## config.mk

```make
export PLATFORM = sky130hd
export DESIGN_NAME = shift_add_mult32
export DESIGN_NICKNAME = d
export VERILOG_FILES = /design/src/rtl/shift_add_mult32.sv
export SDC_FILE = /design/constraint.sdc
export NUM_CORES = 1
export LEC_CHECK = 0
export ABC_AREA = 1
export CAP_MARGIN = 30
export CORE_AREA = 2 2 151 116
export CTS_BUF_LIST = sky130_fd_sc_hd__clkbuf_16
export DETAILED_ROUTE_END_ITERATION = 10
export DIE_AREA = 0 0 153 118
export PLACE_DENSITY = 0.8
export SYNTH_ARGS = -nofsm -noshare
export SYNTH_HDL_FRONTEND = slang
export SYNTH_SLANG_ARGS = --single-unit
```

## constraint.sdc

```tcl
create_clock -name clk -period 6.83 [get_ports clk]
set_clock_uncertainty 0.05 [all_clocks]
set_input_delay 1.366 -clock clk [delete_from_list [all_inputs] [get_ports clk]]
set_output_delay 1.366 -clock clk [all_outputs]
set_load 0.02 [all_outputs]
```

## src/rtl/shift_add_mult32.sv

```systemverilog
// shift_add_mult32: sequential 32x32 unsigned multiplier built on adder32.
//
// A 32-iteration shift-add loop. Every RUN cycle the adder adds the
// multiplicand (or zero, depending on the multiplier's current LSB) to the
// accumulator. The full 33-bit sum is shifted right by one into the
// {hi, lo} pair, so the adder's carry-out becomes the top bit of hi.
//
// Ports:
//   clk        in   1   rising-edge clock
//   rst        in   1   asynchronous active-high reset
//   start      in   1   request, accepted only on an edge where ready=1
//   a_in       in   32  multiplicand, sampled on the accepting edge
//   b_in       in   32  multiplier, sampled on the accepting edge
//   ready      out  1   high in IDLE only
//   busy       out  1   high in RUN only
//   valid_out  out  1   one-cycle pulse in DONE
//   product    out  64  registered result, held until the next completion
//
// state | meaning
// IDLE  | waiting for start; operands are sampled on the accepting edge
// RUN   | one shift-add iteration per edge, 32 in total (cnt 0..31)
// DONE  | product was just loaded; valid_out pulses for this one cycle

// adder32: combinational 32-bit unsigned adder with carry-out in sum[32].
//   a    in   32  addend
//   b    in   32  addend
//   sum  out  33  a + b, including the carry-out
module adder32 (
    input  logic [31:0] a,
    input  logic [31:0] b,
    output logic [32:0] sum
);
    assign sum = {1'b0, a} + {1'b0, b};
endmodule

module shift_add_mult32 (
    input  logic        clk,
    input  logic        rst,
    input  logic        start,
    input  logic [31:0] a_in,
    input  logic [31:0] b_in,
    output logic        ready,
    output logic        busy,
    output logic        valid_out,
    output logic [63:0] product
);
    typedef enum logic [1:0] {
        IDLE = 2'd0,
        RUN  = 2'd1,
        DONE = 2'd2
    } state_t;

    state_t      state;
    state_t      state_next;
    logic [31:0] mcand;
    logic [31:0] hi;
    logic [31:0] lo;
    logic [4:0]  cnt;
    logic [31:0] add_b;
    logic [32:0] sum;

    assign add_b = lo[0] ? mcand : 32'd0;

    adder32 u_adder (
        .a   (hi),
        .b   (add_b),
        .sum (sum)
    );

    always_ff @(posedge clk or posedge rst) begin
        if (rst) begin
            state <= IDLE;
        end else begin
            state <= state_next;
        end
    end

    always_comb begin
        state_next = state;
        ready      = 1'b0;
        busy       = 1'b0;
        valid_out  = 1'b0;
        case (state)
            IDLE: begin
                ready = 1'b1;
                if (start) begin
                    state_next = RUN;
                end
            end
            RUN: begin
                busy = 1'b1;
                if (cnt == 5'd31) begin
                    state_next = DONE;
                end
            end
            DONE: begin
                valid_out  = 1'b1;
                state_next = IDLE;
            end
            default: begin
                state_next = IDLE;
            end
        endcase
    end

    always_ff @(posedge clk or posedge rst) begin
        if (rst) begin
            mcand   <= 32'd0;
            hi      <= 32'd0;
            lo      <= 32'd0;
            cnt     <= 5'd0;
            product <= 64'd0;
        end else begin
            case (state)
                IDLE: begin
                    if (start) begin
                        mcand <= a_in;
                        lo    <= b_in;
                        hi    <= 32'd0;
                        cnt   <= 5'd0;
                    end
                end
                RUN: begin
                    hi  <= sum[32:1];
                    lo  <= {sum[0], lo[31:1]};
                    cnt <= cnt + 5'd1;
                    // Last iteration: capture the post-shift {hi, lo} directly
                    // from the adder so product is final on this same edge.
                    if (cnt == 5'd31) begin
                        product <= {sum[32:1], sum[0], lo[31:1]};
                    end
                end
                default: begin
                end
            endcase
        end
    end
endmodule

```

---- Word-level counts from Yosys, hierarchy flattened ----
Cells that the tools add are included.
word-level totals
  memories kept ........................... 0
  output and inout bits ................... 67
  word-level logic and storage cells ...... 32
  input port bits ......................... 67
  register bits ........................... 167
  bits in read-only memories .............. 0
  memory bits (writable) .................. 0
  bits in latches ......................... 0
operators by class
  muxes and demuxes ....................... 13
  add/subtract/negate cells ............... 2
  equality and inequality tests ........... 5
  bitwise operators ....................... 0
  shift-type cells ........................ 0
  magnitude comparators ................... 0
  divide/modulo/power cells ............... 0
  $mul .................................... 0
  reductions and logical operators ........ 6
operator list
  operator               count
  $pmux W32 S2           2
  $mux W32               3
  $add A32 B32 Y33       1
  $pmux W5 S2            1
  $reduce_and A2 Y1      4
  $add A5 B1 Y5 const B  1
  $eq A5 B5 Y1 const B   1
  $mux W5                1
  $mux W2                2
  $ne A2 B2 Y1 const B   2
  $pmux W2 S2            1
  $mux W1                3
  $eq A2 B1 Y1 const B   1
  $eq A2 B2 Y1 const B   1
  $logic_not A2 Y1       1
  $reduce_bool A2 Y1     1

---- Logic depth before layout (Yosys ltp) ----
  word-level depth ........................ 3
  gate-level depth with buffers ........... 18
  depth with buffers taken out ............ 16

---- Cells and area by module ----
Synthesis repeated with hierarchy kept, for this count alone.
unflattened totals
  cell total of the unflattened synthesis .. 1,366
  area total of the unflattened synthesis .. 9,567.9 um^2
by module, submodules not included
  module            cells each  times used  area an instance (um^2)  sequential area each (um^2)
  shift_add_mult32  861         1           7,144.4                  4,179.0
  adder32           505         1           2,423.6                  0.0

---- Least setup slack after synthesis ----
Ideal clock, no wire load.
  kind .................................... input to register
  start point ............................. input port start
  end point ............................... register mcand[0]
  cell stages on the path ................. 4
  required time ........................... 6.655 ns
  slack ................................... 4.544 ns
  data arrival time ....................... 2.111 ns
  cell sequence ........................... nand2_1 -> buf_4 -> buf_4 -> mux2_4
on the way
  cells in the longest elaborated chain, start to end .. 1
RTL lines
  item                         RTL line  source
  start, declared              39        input logic start,
  $reduce_and A2 Y1 (no line)  -
  end signal, assigned         117       mcand <= a_in;
  end, declared                55        logic [31:0] mcand;
No other way between the ends.
A chain may end at the register's enable or synchronous reset.

---- Worst setup path in the final report ----
  start point ............................. register state[1]
  end point ............................... output port busy
on the way
  cells in the longest elaborated chain, start to end .. 2
RTL lines
  item                    RTL line  source
  start, declared         53        state_t state;
  start signal, assigned  74        state <= state_next;
  $eq A2 B1 Y1            83        case (state)
  $mux W1                 83
  end, declared           43        output logic busy,
No other way between the ends.

==> metrics.txt <==
status=complete, no violations; root buffer cell=clkbuf_16; core box area=0.01657 mm2; final worst path period share=0.4972; Syn. warnings=0; Post-CTS Hold Fix Bufs=0; postcts setup bufs=0; CP Capture Type=output pin; Final Setup Violations=0; Cell Area, Synth=0.009027 mm2; Synth area leaders=dfrtp_1 46%, nand2_1 17%, inv_1 7.6%; Placer Congestion=0.9429; drt first pass iters=5; reg2reg path depth=17; CTS H-tree depth=4; hold slack=0.4297 ns; RSZ-0062 raised after global routing=false; Yosys reg bits=167; crit path DAT=1.98 ns; startpoint types=flip-flop; CP max FO=27; share of post-route cells with drive strength above 1=0.06178; Seq/Total Area, Yosys=0.4629; via count=7797; Least-Margin Pin Slew=0.9170 ns; Top Ports=134; Residual DRC=0; most common cell after layout, fill and taps aside=nand2_1; vias per cell=5.164; most frequent cells in the layout=397 x nand2_1, 182 x inv_1, 167 x dfrtp_1, 133 x clkdlybuf4s50_1, 62 x nand3_1; total power draw=6.201 mW; GRT Residual Overflow=0; post-route ant nets=0; IR drop worst, VDD=0.2486 mV; setup TNS=0 ns; clk_lat worst skew=0.43 ns; first-pass GRT wire length=37.90 mm; CTS tree=yes; Synth area leader=dfrtp_1; ANT cells=0; Hold Crit Class=flip-flop to flip-flop; post-layout min period=3.396 ns; Synth Area in Simple Gates=0.2410; initial antenna violation count=0; endpoints failing hold=0; Synth Area in Compound Gates=0.09078; Slew Viols, Final=0; CTS Buffer Depth=2; Setup CP Type=flip-flop to output pin; Mean Syn Cell Area=7.776 um2; max cap viols=0; Die Y=118 um; mux share of post-synthesis cell area=0.04283; Final Core Density=0.6727; die area=0.01805 mm2; # rows=41; DP HPWL=16.24 mm; Num CTS Buffers=17; vias in the first global route=7677; Adder-Cell Fraction of Synth Area=0.04934; GRT Total Usage=0.2613; CTS resizes=0; Fmax=0.2945 GHz; initial core utilization=0.5448; cells after synthesis=1161; Post-Synth XOR/XNOR Area=0.01261; hold path depth=2; Clk pin slew, worst setup/hold paths=0.07 ns; Unique masters post-synth=34; clk sink count=167; Pleak=5.981 nW; largest net degree at the start of global routing=105; Mapped Nets=1263; relative slew slack=0.3878; Layout area overhead=23.47%; WL per Instance=15.17 um; drt total wl=22.91 mm; largest family of logic cells by synthesized area=simple AND/OR/NAND/NOR gates; Critical Path RT=5.41 ns; PwrDens=556.4 mW/mm2; 1st-iter DRT viols=622; Yosys top cell area share=0.4629; Die W=153 um; final net count=1384; PortBufs=133
-- cells in the mapped netlist, drive strengths merged --
cell type	n
nand4	3
o21ai	59
nand2b	1
a21o	1
nor3	5
or2	2
xnor2	10
nand3	64
fa	1
a22o	2
ha	34
clkbuf	12
o21bai	3
dfrtp	167
a21oi	54
nor2	52
inv	187
nand3b	5
buf	26
o22ai	33
mux2	32
xor2	3
nand2	405
-- critical path, cell delays in order, from the launching register on --
cell	delay (ns)
dfrtp_1	0.42
nor2_4	0.11
buf_4	0.33
clkdlybuf4s50_1	0.68
-- area by class of cell --
type	instances	area (um2)
timing repair buffer	140	1436
clock inverter	15	180.2
clock buffer	17	425.4
sequential	167	4179
multi-input combinational	769	3949
inverter	187	706.9
tap	215	269.0
fill	1408	5424
-- report_power, final --
group	leakage [nW]	switching, mW	internal, mW	total, mW
clock	0.298	0.457	0.526	0.983
sequential	1.95	0.254	1.45	1.71
combinational	3.74	2.19	1.32	3.51
total	5.98	2.90	3.30	6.20
-- sequential cells by signal, indices dropped and copies added (netlist names) --
| register | flops |
|---|---|
| state | 2 |
| product | 64 |
| lo | 32 |
| hi | 32 |
| cnt | 5 |
| mcand | 32 |
-- cells by family (layout without fill, tap and decap cells) --
logic type               Yosys count  in the layout
AND/OR/NAND/NOR                  537            537
multiplexers                      32             32
buffers and inverters            225            359
flip-flops                       167            167
XOR/XNOR                          13             13
AO/OA/AOI/OAI                    152            152
adder cells (fa/ha/maj)           35             35
-- path summary, 6_finish.rpt --
| check | start | to | slack (ns) |
|---|---|---|---|
| max | state[1] | busy | 3.43 |
| min | product[42] | product[42] | 0.43 |
| max reg2reg | lo[0] | product[63] | 3.94 |
| min reg2reg | product[42] | product[42] | 0.43 |
| max in group asynchronous | rst | product[46] | 4.16 |
| min in group asynchronous | rst | product[17] | 1.13 |
-- per-layer routing --
metal	track usage	wire (um)
met1	0.3845	11480
met2	0.3924	10010
met3	0.05854	1061
met4	0.06771	359
met5	0	0
-- stage by stage --
stage                     setup slack, ns  cells  instance area [um2]
after floorplan                    0.8956   1161                 9027
after global placement              2.830   1475                10470
after detailed placement            3.090   1477                10510
after CTS                           3.406   1509                11120
after global routing                3.345   1510                11150
final                               3.434   1510                11150
Power figures use the tool's default switching activity.
